==> src/rtl/robo_wheel_driver.sv <==
// -----------------------------------------------------------------------------
// robo_wheel_driver
// Actuator-side responder for the robot controller's wheel command interface.
// Debounces the per-wheel run commands, soft-ramps each wheel's duty cycle and
// produces a registered PWM drive per wheel. The stop/fault indication and the
// key switch bypass the debouncer, so a halt takes effect without delay.
//
// Ports
//   CLK     in   1      single clock, all state on rising edge
//   RST     in   1      synchronous, active-high reset
//   CH      in   1      key switch; 0 = robot off (forces halt)
//   RE      in   1      left-wheel run command
//   RD      in   1      right-wheel run command
//   LedR    in   1      stop/fault indication (forces halt)
//   PWM_E   out  1      left-wheel PWM drive, registered
//   PWM_D   out  1      right-wheel PWM drive, registered
//   DUTY_E  out  PWM_W  current left duty
//   DUTY_D  out  PWM_W  current right duty
//   STATE   out  2      00 IDLE, 01 RUN, 10 HALT
//   MOVING  out  1      STATE==RUN and at least one duty non-zero
// -----------------------------------------------------------------------------
module robo_wheel_driver #(
    parameter int unsigned PWM_W     = 8,
    parameter int unsigned DUTY_MAX  = 200,
    parameter int unsigned RAMP_STEP = 20,
    parameter int unsigned RAMP_DIV  = 16,
    parameter int unsigned DEB_CYC   = 4
) (
    input  logic             CLK,
    input  logic             RST,
    input  logic             CH,
    input  logic             RE,
    input  logic             RD,
    input  logic             LedR,
    output logic             PWM_E,
    output logic             PWM_D,
    output logic [PWM_W-1:0] DUTY_E,
    output logic [PWM_W-1:0] DUTY_D,
    output logic [1:0]       STATE,
    output logic             MOVING
);

    // One extra bit so ramp arithmetic can saturate instead of wrapping.
    localparam int unsigned SUM_W = PWM_W + 1;
    localparam int unsigned PRE_W = (RAMP_DIV > 1) ? $clog2(RAMP_DIV) : 1;
    localparam int unsigned DEB_W = (DEB_CYC > 1) ? $clog2(DEB_CYC + 1) : 1;

    localparam logic [PRE_W-1:0] PRE_LAST = PRE_W'(RAMP_DIV - 1);
    localparam logic [DEB_W-1:0] DEB_LAST = DEB_W'(DEB_CYC - 1);
    localparam logic [DEB_W-1:0] DEB_ONE  = DEB_W'(1);
    localparam logic [SUM_W-1:0] STEP_X   = SUM_W'(RAMP_STEP);
    localparam logic [SUM_W-1:0] MAX_X    = SUM_W'(DUTY_MAX);

    typedef enum logic [1:0] {
        ST_IDLE = 2'b00,
        ST_RUN  = 2'b01,
        ST_HALT = 2'b10
    } state_t;

    // ---------------------------------------------------------------------
    // Registers
    // ---------------------------------------------------------------------
    state_t             r_state;
    logic               r_halt;
    logic [1:0]         r_samp;       // last sampled {RE,RD}
    logic [DEB_W-1:0]   r_deb_cnt;    // edges the current sample has been seen
    logic [1:0]         r_cmd_acc;    // accepted command {left,right}
    logic [PRE_W-1:0]   r_presc;
    logic [PWM_W-1:0]   r_duty_e;
    logic [PWM_W-1:0]   r_duty_d;
    logic [PWM_W-1:0]   r_pwm_cnt;
    logic               r_pwm_e;
    logic               r_pwm_d;
    logic               r_moving;

    // ---------------------------------------------------------------------
    // Next-state wires
    // ---------------------------------------------------------------------
    state_t             w_state_nxt;
    logic [PRE_W-1:0]   w_presc_nxt;
    logic [PWM_W-1:0]   w_duty_e_nxt;
    logic [PWM_W-1:0]   w_duty_d_nxt;
    logic               w_moving_nxt;
    logic               w_tick;
    logic [1:0]         w_cmd_in;

    assign w_cmd_in = {RE, RD};
    assign w_tick   = (r_state == ST_RUN) && (r_presc == PRE_LAST);

    // Saturating one-step ramp of a single wheel's duty toward DUTY_MAX or 0.
    function automatic logic [PWM_W-1:0] f_ramp(input logic [PWM_W-1:0] duty,
                                                 input logic             up);
        logic [SUM_W-1:0] v;
        v = {1'b0, duty};
        if (up) begin
            v = v + STEP_X;
            if (v > MAX_X) begin
                v = MAX_X;
            end
        end else begin
            if (v < STEP_X) begin
                v = '0;
            end else begin
                v = v - STEP_X;
            end
        end
        return v[PWM_W-1:0];
    endfunction

    // Halt path: a single register stage, deliberately not debounced.
    always_ff @(posedge CLK) begin
        if (RST) begin
            r_halt <= 1'b0;
        end else begin
            r_halt <= LedR | ~CH;
        end
    end

    // Command debounce: a change restarts the count and keeps the old
    // accepted value; the DEB_CYC-th edge seeing the same pair accepts it.
    always_ff @(posedge CLK) begin
        if (RST) begin
            r_samp    <= 2'b00;
            r_deb_cnt <= '0;
            r_cmd_acc <= 2'b00;
        end else begin
            r_samp <= w_cmd_in;
            if (w_cmd_in != r_samp) begin
                r_deb_cnt <= DEB_ONE;
            end else if (r_deb_cnt >= DEB_LAST) begin
                r_cmd_acc <= r_samp;
            end else begin
                r_deb_cnt <= r_deb_cnt + DEB_ONE;
            end
        end
    end

    // FSM, prescaler and duty state register.
    always_ff @(posedge CLK) begin
        if (RST) begin
            r_state  <= ST_IDLE;
            r_presc  <= '0;
            r_duty_e <= '0;
            r_duty_d <= '0;
            r_moving <= 1'b0;
        end else begin
            r_state  <= w_state_nxt;
            r_presc  <= w_presc_nxt;
            r_duty_e <= w_duty_e_nxt;
            r_duty_d <= w_duty_d_nxt;
            r_moving <= w_moving_nxt;
        end
    end

    // FSM next state and ramp; halt has priority over every other event.
    always_comb begin
        w_state_nxt  = r_state;
        w_presc_nxt  = '0;
        w_duty_e_nxt = r_duty_e;
        w_duty_d_nxt = r_duty_d;

        if (r_halt) begin
            w_state_nxt  = ST_HALT;
            w_duty_e_nxt = '0;
            w_duty_d_nxt = '0;
        end else begin
            case (r_state)
                ST_HALT: begin
                    w_state_nxt  = ST_IDLE;
                    w_duty_e_nxt = '0;
                    w_duty_d_nxt = '0;
                end
                ST_IDLE: begin
                    w_duty_e_nxt = '0;
                    w_duty_d_nxt = '0;
                    // Prescaler stays cleared so the first tick lands
                    // RAMP_DIV cycles after entering RUN.
                    if (r_cmd_acc != 2'b00) begin
                        w_state_nxt = ST_RUN;
                    end
                end
                ST_RUN: begin
                    w_presc_nxt = (r_presc == PRE_LAST) ? '0
                                                        : r_presc + PRE_W'(1);
                    if ((r_cmd_acc == 2'b00) && (r_duty_e == '0) &&
                        (r_duty_d == '0)) begin
                        w_state_nxt = ST_IDLE;
                        w_presc_nxt = '0;
                    end else if (w_tick) begin
                        w_duty_e_nxt = f_ramp(r_duty_e, r_cmd_acc[1]);
                        w_duty_d_nxt = f_ramp(r_duty_d, r_cmd_acc[0]);
                    end
                end
                default: begin
                    // Encoding 11 is unreachable; recover to IDLE.
                    w_state_nxt  = ST_IDLE;
                    w_duty_e_nxt = '0;
                    w_duty_d_nxt = '0;
                end
            endcase
        end
    end

    // MOVING is registered from next-state values so it tracks STATE/duties.
    assign w_moving_nxt = (w_state_nxt == ST_RUN) &&
                          ((w_duty_e_nxt != '0) || (w_duty_d_nxt != '0));

    // Free-running PWM counter and registered comparators.
    always_ff @(posedge CLK) begin
        if (RST) begin
            r_pwm_cnt <= '0;
            r_pwm_e   <= 1'b0;
            r_pwm_d   <= 1'b0;
        end else begin
            r_pwm_cnt <= r_pwm_cnt + PWM_W'(1);
            r_pwm_e   <= (r_pwm_cnt < r_duty_e);
            r_pwm_d   <= (r_pwm_cnt < r_duty_d);
        end
    end

    assign PWM_E  = r_pwm_e;
    assign PWM_D  = r_pwm_d;
    assign DUTY_E = r_duty_e;
    assign DUTY_D = r_duty_d;
    assign STATE  = r_state;
    assign MOVING = r_moving;

endmodule

==> config.mk <==
export PLATFORM = sky130hd
export DESIGN_NAME = robo_wheel_driver
export DESIGN_NICKNAME = d
export VERILOG_FILES = /design/src/rtl/robo_wheel_driver.sv
export SDC_FILE = /design/constraint.sdc
export NUM_CORES = 1
export LEC_CHECK = 0
export BUFFER_PORTS_ARGS = -buffer_cell sky130_fd_sc_hd__buf_2
export CORE_ASPECT_RATIO = 1.1
export CORE_MARGIN = 4
export CORE_UTILIZATION = 55
export CTS_BUF_LIST = sky130_fd_sc_hd__clkbuf_4 sky130_fd_sc_hd__clkbuf_8 sky130_fd_sc_hd__clkbuf_16
export CTS_CLUSTER_SIZE = 24
export DETAILED_ROUTE_END_ITERATION = 12
export PLACE_DENSITY = 0.75
export SYNTH_ARGS = -nofsm -noshare
export SYNTH_HDL_FRONTEND = slang
export SYNTH_SLANG_ARGS = --single-unit
==> constraint.sdc <==
create_clock -name CLK -period 3.1 [get_ports CLK]
set_input_delay 0.31 -clock CLK [delete_from_list [all_inputs] [get_ports CLK]]
set_output_delay 0.31 -clock CLK [all_outputs]
set_load 0.01 [all_outputs]
==> results.tsv, run 1 <==
stage	metric	value	unit
synth	Post-synth top cells	41 x dfxtp_1, 37 x nor2_1, 26 x ha_1	
clocking	setup bufs post-CTS	0	
power_and_ir_drop	Pwr Total	0.000972	W
placed_design	dpl hpwl	4.79	mm
routing	mean number of vias per cell	6.12	
clocking	cts hold-fix bufs	0	
placed_design	Cells after DPL	401	
power_and_ir_drop	peak supply drop	0.213	mV
synth	synthesized area	2770	um^2
critical_path	reg-to-reg setup timing slack	440	ps
finish	final std cells w/o fill	409	
clocking	CTS H-tree lvls	2	
global_route	number of global-route vias before repair	2282	
clocking	CTS max path bufs	2	
critical_path	CP Capture Type	flip-flop	
die	Top Ports	27	
finish	Util after Layout	0.624	
routing	post-detailed-route count of antenna-violating nets	0	
worst_hold_path	hold path depth	2	
routing	wire per inst	16.0	um
routing	drt drc	0	
synth	syn nets	365	
synth	count leader, synth	dfxtp_1	
finish	Sequential Area	821	um^2
die	die height	82.5	um
sta	Setup TNS Final	0	ps
clocking	Post-CTS Resized	0	
sta	fmax	376	MHz
die	die width	75.7	um
synth	synth unique cells	55	
critical_path	CP Class	flip-flop to flip-flop	
synth	Seq cells post-synth	41	
global_route	largest net degree at the start of global routing	33	
global_route	initial antenna violation count	0	
die	Die ar.	6240	um^2
clocking	clk_lat worst skew	300	ps
sta	crit path time final	2660	ps
outcome	status	complete, no violations	
critical_path	worst-path maximum fanout	11	
sta	final setup violation count	0	
clocking	Clk pin slew, worst setup/hold paths	90	ps
synth	register area share after synthesis	0.296	
synth	Post-synth ARST share	0	
power_and_ir_drop	PwrDens	328	nW/um^2
global_route	GR Overflow Total	0	
finish	multi-input logic area	1770	um^2
sta	final period utilization	0.857	
synth	average size of a mapped cell	8.32	um^2
critical_path	critical path arrival	2840	ps
critical_path	crit start category	flip-flop	
sta	Max Slew Vio Count	0	
power_and_ir_drop	static leakage	1.15	nW
finish	layout cells sized above 1	0.133	
critical_path	worst path required time	3280	ps
global_route	All-Layer GR Usage	0.224	
routing	routed vias	2503	
clocking	CTS Buf Count	5	
synth	Synth Flop Type	dfxtp_1	
clocking	CTS sink count	41	
synth	largest area contributor in the netlist	dfxtp_1	
finish	fillcell total	438	
die	effective utilization at floorplan	0.584	
sta	Final Skew	11.2	ps
die	Core Region	4750	um^2
sta	RSZ-0062 raised after global routing	false	
die	num rows	26	
worst_hold_path	worst hold start	CH	
run	# Max-Cap Violations	0	
critical_path	Reg2Reg Depth	9	
synth	yosys warns	0	
routing	DR pass1 iterations	7	
synth	Gate Count Post-Synth	333	
critical_path	Critical R2R Launch	r_presc[0]$_SDFF_PP0_	
worst_hold_path	Hold EP	r_halt$_SDFF_PP0_	
sta	final hold vios	0	
finish	n_diodes	0	
worst_hold_path	worst min path class	input port to flip-flop	
sta	Worst Tran Pin Value	568	ps
finish	NumNets Final	384	
routing	Routed WL	6.53	mm
routing	DR iter-0 viols	211	
placed_design	IO Port Bufs	26	
sta	Max-slew headroom	0.621	
synth	Synth top area share	0.296	
clocking	CTS Root Cell	clkbuf_8	
finish	synth-to-layout area growth	6.91	%
placed_design	GP Congestion	0.910	
synth	Post-synth EDFFs	0	
clocking	CTS tree	built	
global_route	global-route wire length before repair	10.9	mm
critical_path	R2R Path End	MOVING$_SDFF_PP0_	
synth	top cells by area, synth	dfxtp_1 30%, ha_1 12%, nor2_1 5.0%, a21oi_1 3.6%, a21o_1 3.5%	
## area by class of cell
class | count | share of cell area
Multi-Input combinational cell | 257 | 0.597
Sequential cell | 41 | 0.277
Timing Repair Buffer | 27 | 0.0465
Inverter | 20 | 0.0253
Tap cell | 56 | 0.0236
Clock buffer | 5 | 0.0232
Clock inverter | 3 | 0.00760
## metal layers
metal  part of all wire  wire length, um  vias to the layer above  track usage
met5                  0                0                        -            0
met4              0.021              134                        0       0.0839
met3              0.049              317                       15       0.0291
met2               0.47             3100                       92        0.349
met1               0.46             2980                     1161        0.314
li1                   -                -                     1235            -
## critical path, stage by stage (launching register included)
cell	delay [ps]
dfxtp_1	360
ha_1	220
and4b_1	300
and2_1	270
o21a_1	430
nand3_1	140
a211oi_1	300
a211oi_1	130
nor3_1	260
a31oi_1	110
## kinds of logic (layout without fill, tap and decap cells)
| logic type | count (synthesis) | count (layout) | share of synthesized area |
|---|---|---|---|
| AO/OA/AOI/OAI | 88 | 88 | 0.220 |
| XOR/XNOR | 15 | 15 | 0.0474 |
| adder cells (fa/ha/maj) | 26 | 26 | 0.117 |
| buffers and inverters | 35 | 55 | 0.0659 |
| flip-flops | 41 | 41 | 0.296 |
| multiplexers | 6 | 6 | 0.0217 |
| AND/OR/NAND/NOR | 122 | 122 | 0.231 |
## power breakdown
group / internal [W] / switching (W)
registers: 0.000537 / 0.0000101
clock network: 0.000160 / 0.000196
logic: 0.0000371 / 0.0000324
total: 0.000734 / 0.000238
## worst max-delay path by stage
stage / startpoint / end / slack, ps
floorplan: DUTY_E[2]$_SDFF_PP0_ / MOVING$_SDFF_PP0_ / 820
global placement: r_presc[0]$_SDFF_PP0_ / MOVING$_SDFF_PP0_ / 540
detailed placement: r_presc[0]$_SDFF_PP0_ / MOVING$_SDFF_PP0_ / 490
CTS: r_presc[0]$_SDFF_PP0_ / MOVING$_SDFF_PP0_ / 480
global route: DUTY_D[2]$_SDFF_PP0_ / MOVING$_SDFF_PP0_ / 130
finish: r_presc[0]$_SDFF_PP0_ / MOVING$_SDFF_PP0_ / 440
## sequential cells by signal, summed over array words and instances, names as in the netlist
register and cells:
PWM_E 1, r_presc 4, r_pwm_cnt 8, PWM_D 1, r_samp 2, r_deb_cnt 3
DUTY_D 8, r_cmd_acc 2, MOVING 1, DUTY_E 8, STATE 2, r_halt 1
## stage by stage
step           hold WS [ps]  setup WS [ps]  instance area, um^2
5_1_grt                 185            125                 2960
4_1_cts                 175            478                 2960
6_report                183            443                 2960
3_3_place_gp            428            539                 2870
3_5_place_dp            440            488                 2870
2_1_floorplan           406            824                 2770
## cell usage in the layout, fill, tap and decap left out, types with 2 or more instances in the layout
cell type	netlist	layout
a21o_2	2	2
nor4_1	6	6
nor2b_1	5	5
clkinv_4	0	2
nor4bb_1	2	2
nand2b_1	4	4
nor3b_1	4	4
nor4b_1	2	2
nor3_1	13	13
a22oi_1	2	2
inv_1	20	20
mux2i_1	6	6
and4b_1	2	2
ha_1	26	26
o21a_1	2	2
xor2_1	6	6
xnor2_1	9	9
nand3_1	11	11
nor2_1	37	37
nand3b_1	2	2
o31ai_1	5	5
o21ai_0	13	13
a31oi_1	6	6
a211oi_1	7	7
and3_1	6	6
o22ai_1	5	5
or3_1	3	3
dfxtp_1	41	41
a21oi_1	20	20
nand2_1	16	16
clkbuf_8	5	5
a21o_1	13	13
buf_2	1	26
(Power assumes the default switching activity.)
==> run 2, diff against run 1 <==
--- a/config.mk
+++ b/config.mk
@@ -13,6 +13,7 @@
 export CTS_CLUSTER_SIZE = 24
 export DETAILED_ROUTE_END_ITERATION = 12
 export PLACE_DENSITY = 0.75
+export RECOVER_POWER = 25
 export SYNTH_ARGS = -nofsm -noshare
 export SYNTH_HDL_FRONTEND = slang
 export SYNTH_SLANG_ARGS = --single-unit
==> run 2 against run 1 <==
Against the previous run: clock skew is the same; total power is essentially flat; clock power is essentially flat; routed wire length is essentially flat; critical path type unchanged; critical endpoint unchanged; largest power group unchanged.
==> results.tsv, run 2 (synthesized netlist as in run 1, its figures left out) <==
stage	metric	value	unit	change
placed_design	dpl hpwl	4.79	mm	unchanged
clocking	cts hold-fix bufs	0		unchanged
critical_path	CP Class	flip-flop to flip-flop		
sta	fmax	376	MHz	-0.16%
die	Top Ports	27		unchanged
critical_path	cell family with most CP delay	compound AO/OA/AOI/OAI gates		
sta	crit path time final	2660	ps	+4.19 ps
sta	Max-slew headroom	0.0881		-0.533
routing	Routed WL	6.53	mm	about the same
power_and_ir_drop	peak supply drop	0.213	mV	about the same
critical_path	worst-path maximum fanout	11		unchanged
finish	fillcell total	443		+1.1%
global_route	largest net degree at the start of global routing	33		unchanged
critical_path	worst path required time	3280	ps	about the same
sta	Setup TNS Final	0	ps	unchanged
power_and_ir_drop	PwrDens	329	nW/um^2	+0.24%
routing	drt drc	0		unchanged
global_route	global-route wire length before repair	10.9	mm	unchanged
global_route	number of global-route vias before repair	2282		unchanged
clocking	clk_lat worst skew	300	ps	about the same
clocking	Clk pin slew, worst setup/hold paths	90	ps	about the same
routing	routed vias	2518		+0.60%
die	Die ar.	6240	um^2	unchanged
sta	final setup violation count	0		unchanged
worst_hold_path	worst min path class	input port to flip-flop		
critical_path	crit path cell chain	inv_1 > ha_1 > nor4bb_1 > nand4_1 > o21a_1 > nand3_1 > a211oi_1 > a211oi_1 > nor3_1 > a31oi_1		
global_route	GR Overflow Total	0		unchanged
finish	fin area	2950	um^2	-0.30%
clocking	CTS Buf Count	5		unchanged
critical_path	reg-to-reg setup timing slack	440	ps	about the same
run	# Max-Cap Violations	0		unchanged
routing	mean number of vias per cell	6.16		+0.60%
clocking	CTS max path bufs	2		unchanged
placed_design	IO Port Bufs	26		unchanged
sta	Max Slew Vio Count	0		unchanged
finish	n_diodes	0		unchanged
die	Core Region	4750	um^2	unchanged
critical_path	most frequent CP cell	a211oi_1		
clocking	CTS H-tree lvls	2		unchanged
critical_path	Reg2Reg Depth	10		+1
die	num rows	26		unchanged
clocking	Post-CTS Resized	0		unchanged
critical_path	CP Capture Type	flip-flop		
clocking	CTS tree	built		
worst_hold_path	worst hold start	CH		
critical_path	Critical R2R Launch	DUTY_E[3]$_SDFF_PP0_		
critical_path	slowest CP cell	dfxtp_1		
routing	DR iter-0 viols	223		+5.7%
sta	Final Skew	11.2	ps	unchanged
routing	DR pass1 iterations	5		-2
sta	Worst Tran Pin Value	1370	ps	+799 ps
die	die width	75.7	um	unchanged
placed_design	GP Congestion	0.910		unchanged
placed_design	placed cell area	2870	um^2	unchanged
critical_path	critical path arrival	2840	ps	about the same
routing	wire per inst	16.0	um	about the same
finish	commonest cells after routing, fill and taps aside	41 x dfxtp_1, 37 x nor2_1, 26 x ha_1		
sta	final period utilization	0.858		+0.00135
clocking	CTS sink count	41		unchanged
critical_path	crit-path max cell delay	520	ps	+90 ps
die	die height	82.5	um	unchanged
finish	layout cells sized above 1	0.113		-0.0198
critical_path	R2R Path End	MOVING$_SDFF_PP0_		
finish	synth-to-layout area growth	6.59	%	
critical_path	WP buf/inv	1		+1
finish	commonest non-fill, non-tap cell in the layout	dfxtp_1		
global_route	initial antenna violation count	0		unchanged
routing	post-detailed-route count of antenna-violating nets	0		unchanged
die	effective utilization at floorplan	0.584		unchanged
outcome	status	complete, no violations		
worst_hold_path	Hold EP	r_halt$_SDFF_PP0_		
sta	final hold vios	0		unchanged
worst_hold_path	hold path depth	2		unchanged
global_route	All-Layer GR Usage	0.224		unchanged
critical_path	crit start category	flip-flop		
clocking	CTS Root Cell	clkbuf_8		
finish	NumNets Final	384		unchanged
sta	RSZ-0062 raised after global routing	false		
clocking	setup bufs post-CTS	0		unchanged
power_and_ir_drop	static leakage	1.13	nW	-2.4%
[run 2: cell count changes in the layout (fill, tap and decap cells not counted)]
cell and change:
buf_2 -7, clkbuf_1 +7
[run 2: how the worst max path moves through the flow]
| stage | cells past startpoint | from | to |
|---|---|---|---|
| after CTS | 9 | r_presc[0]$_SDFF_PP0_ | MOVING$_SDFF_PP0_ |
| after global routing | 10 | DUTY_D[2]$_SDFF_PP0_ | MOVING$_SDFF_PP0_ |
| final | 10 | DUTY_E[3]$_SDFF_PP0_ | MOVING$_SDFF_PP0_ |
| after detailed placement | 9 | r_presc[0]$_SDFF_PP0_ | MOVING$_SDFF_PP0_ |
| after floorplan | 8 | DUTY_E[2]$_SDFF_PP0_ | MOVING$_SDFF_PP0_ |
| after global placement | 9 | r_presc[0]$_SDFF_PP0_ | MOVING$_SDFF_PP0_ |
[run 2: report_power, final]
| group | total, W | leakage, nW | internal (W) | switching (W) |
|---|---|---|---|---|
| combinational | 0.0000686 | 0.746 | 0.0000361 | 0.0000325 |
| clock | 0.000355 | 0.0481 | 0.000160 | 0.000196 |
| sequential | 0.000548 | 0.333 | 0.000537 | 0.0000102 |
| total | 0.000972 | 1.13 | 0.000733 | 0.000238 |
[run 2: metrics by stage]
step | power (W) | hold WS (ps) | worst slack (ps) | util | instances
2_1_floorplan | 0.000610 | 406 | 824 | - | 333
3_3_place_gp | 0.000627 | 428 | 539 | 0.605 | 401
3_5_place_dp | 0.000628 | 440 | 488 | 0.605 | 401
4_1_cts | 0.000983 | 175 | 478 | 0.624 | 409
5_1_grt | 0.00102 | 185 | 125 | 0.622 | 409
6_report | 0.000972 | 183 | 439 | 0.622 | 409
[run 2: area by class of cell]
cell class	instances	area [um^2]	area share
Clock buffer	5	68.8	0.0233
Clock inverter	3	22.5	0.00762
Tap cell	56	70.1	0.0237
Inverter	20	75.1	0.0254
Sequential cell	41	821	0.278
Timing Repair Buffer	27	129	0.0436
Multi-Input combinational cell	257	1770	0.598
[run 2: layer usage]
metal  vias to the layer above  GRT usage  wire length [um]
met5                         -          0                 0
met1                      1176      0.314              2980
met2                        93      0.349              3110
met3                        15     0.0291               320
li1                       1234          -                 -
met4                         0     0.0839               127
==> run 3, diff against run 2 <==
--- a/config.mk
+++ b/config.mk
@@ -6,7 +6,6 @@
 export NUM_CORES = 1
 export LEC_CHECK = 0
 export BUFFER_PORTS_ARGS = -buffer_cell sky130_fd_sc_hd__buf_2
-export CORE_ASPECT_RATIO = 1.1
 export CORE_MARGIN = 4
 export CORE_UTILIZATION = 55
 export CTS_BUF_LIST = sky130_fd_sc_hd__clkbuf_4 sky130_fd_sc_hd__clkbuf_8 sky130_fd_sc_hd__clkbuf_16
==> run 3 against run 2 <==
Against the previous run: flip-flop and latch count stayed put; cell count is 2.7% higher; critical path depth is 1 lower; die area hardly changed; clock skew is 2.1 ps lower; first-iteration DRC count is 11% lower; sequential share of layout area is 0.14 points lower; global-route usage is 0.061 points higher; core utilization is 0.56 points lower; via count is 1.1% lower; clock power hardly changed; count of clock-buffer cells in the layout stayed put; critical path type unchanged; largest power group unchanged.
==> results.tsv, run 3 (synthesized netlist as in run 1, its figures left out) <==
stage	metric	value	unit	change
worst_hold_path	worst hold start	CH		
clocking	CTS sink count	41		unchanged
clocking	Clk pin slew, worst setup/hold paths	90	ps	about the same
critical_path	critical path arrival	2820	ps	-20 ps
clocking	CTS Root Cell	clkbuf_8		
global_route	initial antenna violation count	0		unchanged
critical_path	crit path cell chain	ha_1 > and4b_1 > and2_1 > o21a_1 > nand3_1 > a211oi_1 > a211oi_1 > nor3_1 > a31oi_1		
sta	Max-slew headroom	0.0563		-0.0318
sta	Final Skew	9.08	ps	-2.11 ps
routing	routed vias	2491		-1.1%
routing	Routed WL	6.47	mm	-0.95%
global_route	number of global-route vias before repair	2348		+2.9%
critical_path	CP startpoint	r_presc[0]$_SDFF_PP0_		
finish	synth-to-layout area growth	7.13	%	
placed_design	dpl hpwl	4.81	mm	+0.50%
clocking	clk_lat worst skew	300	ps	about the same
run	# Max-Cap Violations	0		unchanged
critical_path	slowest CP cell	o21a_1		
die	Top Ports	27		unchanged
sta	crit path time final	2640	ps	-17.9 ps
sta	final setup violation count	0		unchanged
global_route	All-Layer GR Usage	0.225		+0.000606
finish	commonest cells after routing, fill and taps aside	41 x dfxtp_1, 37 x nor2_1, 26 x ha_1		
die	Die ar.	6240	um^2	about the same
finish	fin area	2970	um^2	+0.51%
global_route	global-route wire length before repair	11.2	mm	+3.2%
critical_path	CP Capture Type	flip-flop		
routing	DR iter-0 viols	198		-11%
critical_path	cell family with most CP delay	simple AND/OR/NAND/NOR gates		
sta	Max Slew Vio Count	0		unchanged
critical_path	WP buf/inv	0		-1
placed_design	placed cell area	2890	um^2	+0.48%
critical_path	crit start category	flip-flop		
power_and_ir_drop	PwrDens	328	nW/um^2	-0.39%
sta	RSZ-0062 raised after global routing	false		
clocking	CTS Buf Count	5		unchanged
sta	final hold vios	0		unchanged
critical_path	worst path required time	3280	ps	about the same
clocking	setup bufs post-CTS	0		unchanged
global_route	GR Overflow Total	0		unchanged
finish	NumNets Final	384		unchanged
clocking	CTS tree	built		
clocking	CTS max path bufs	2		unchanged
sta	final period utilization	0.853		-0.00576
die	num rows	25		-3.8%
routing	DR pass1 iterations	4		-1
sta	fmax	378	MHz	+0.68%
finish	commonest non-fill, non-tap cell in the layout	dfxtp_1		
critical_path	worst-path maximum fanout	11		unchanged
die	die height	79.0	um	-4.2%
clocking	Post-CTS Resized	0		unchanged
critical_path	Critical R2R Launch	r_presc[0]$_SDFF_PP0_		
critical_path	CP Class	flip-flop to flip-flop		
power_and_ir_drop	Pwr Total	0.000973	W	+0.12%
placed_design	GP Congestion	0.903		-0.79%
routing	drt drc	0		unchanged
critical_path	crit-path max cell delay	440	ps	-80 ps
die	Core Region	4820	um^2	+1.4%
sta	Worst Tran Pin Value	1420	ps	+47.7 ps
die	effective utilization at floorplan	0.575		-0.00818
worst_hold_path	worst min path class	input port to flip-flop		
global_route	largest net degree at the start of global routing	33		unchanged
power_and_ir_drop	static leakage	1.13	nW	+0.34%
placed_design	IO Port Bufs	26		unchanged
routing	wire per inst	15.4	um	-3.5%
finish	layout cells sized above 1	0.116		+0.00283
power_and_ir_drop	peak supply drop	0.251	mV	+18%
critical_path	most frequent CP cell	a211oi_1		
die	die width	79.0	um	+4.4%
clocking	CTS H-tree lvls	2		unchanged
sta	Setup TNS Final	0	ps	unchanged
outcome	status	complete, no violations		
clocking	cts hold-fix bufs	0		unchanged
routing	post-detailed-route count of antenna-violating nets	0		unchanged
finish	n_diodes	0		unchanged
routing	mean number of vias per cell	5.93		-3.7%
[run 3: cell count changes in the layout (fill, tap and decap cells not counted)]
cell	delta
clkbuf_1	-1
buf_2	+1
[run 3: path summary, 6_finish.rpt]
kind | slack [ps] | end | cells after the start
hold / removal | 180 | r_halt$_SDFF_PP0_ | 2
setup reg to reg | 460 | MOVING$_SDFF_PP0_ | 9
hold reg to reg | 460 | r_presc[0]$_SDFF_PP0_ | 1
setup / recovery | 460 | MOVING$_SDFF_PP0_ | 9
[run 3: worst register-to-register path: cells and delay by family (launching register included)]
kind | cells | cell delay (ps)
AOI/OAI and AO/OA | 4 | 970
adders and majority gates | 1 | 210
DFF | 1 | 370
and+or+nand+nor | 4 | 980
[run 3: routing by layer]
layer  wire, um  vias up  track usage
li1           -     1239            -
met1       3120     1169        0.313
met2       2920       71        0.348
met3        315       12       0.0397
met4        110        0       0.0790
met5          0        -            0
[run 3: cell type report]
cell class | count | area (um^2)
clock buffers | 5 | 68.8
repair buffers | 27 | 130
multi-input cells | 257 | 1770
inverters | 20 | 75.1
flip-flops and latches | 41 | 821
clock inverters | 3 | 22.5
well taps | 67 | 83.8
fillers | 471 | 1850
[run 3: where the power goes]
group / internal [W] / total (W) / leakage [nW] / switching (W)
Combinational: 0.0000361 / 0.0000682 / 0.749 / 0.0000321
Sequential: 0.000537 / 0.000548 / 0.333 / 0.0000105
Clock: 0.000160 / 0.000357 / 0.0481 / 0.000197
[run 3: stage by stage]
step | setup slack [ps] | cells | utilization | hold WS (ps)
2_1_floorplan | 824 | 333 | - | 406
3_3_place_gp | 536 | 412 | 0.599 | 428
3_5_place_dp | 468 | 412 | 0.599 | 448
4_1_cts | 467 | 420 | 0.618 | 174
5_1_grt | 180 | 420 | 0.616 | 173
6_report | 457 | 420 | 0.616 | 177
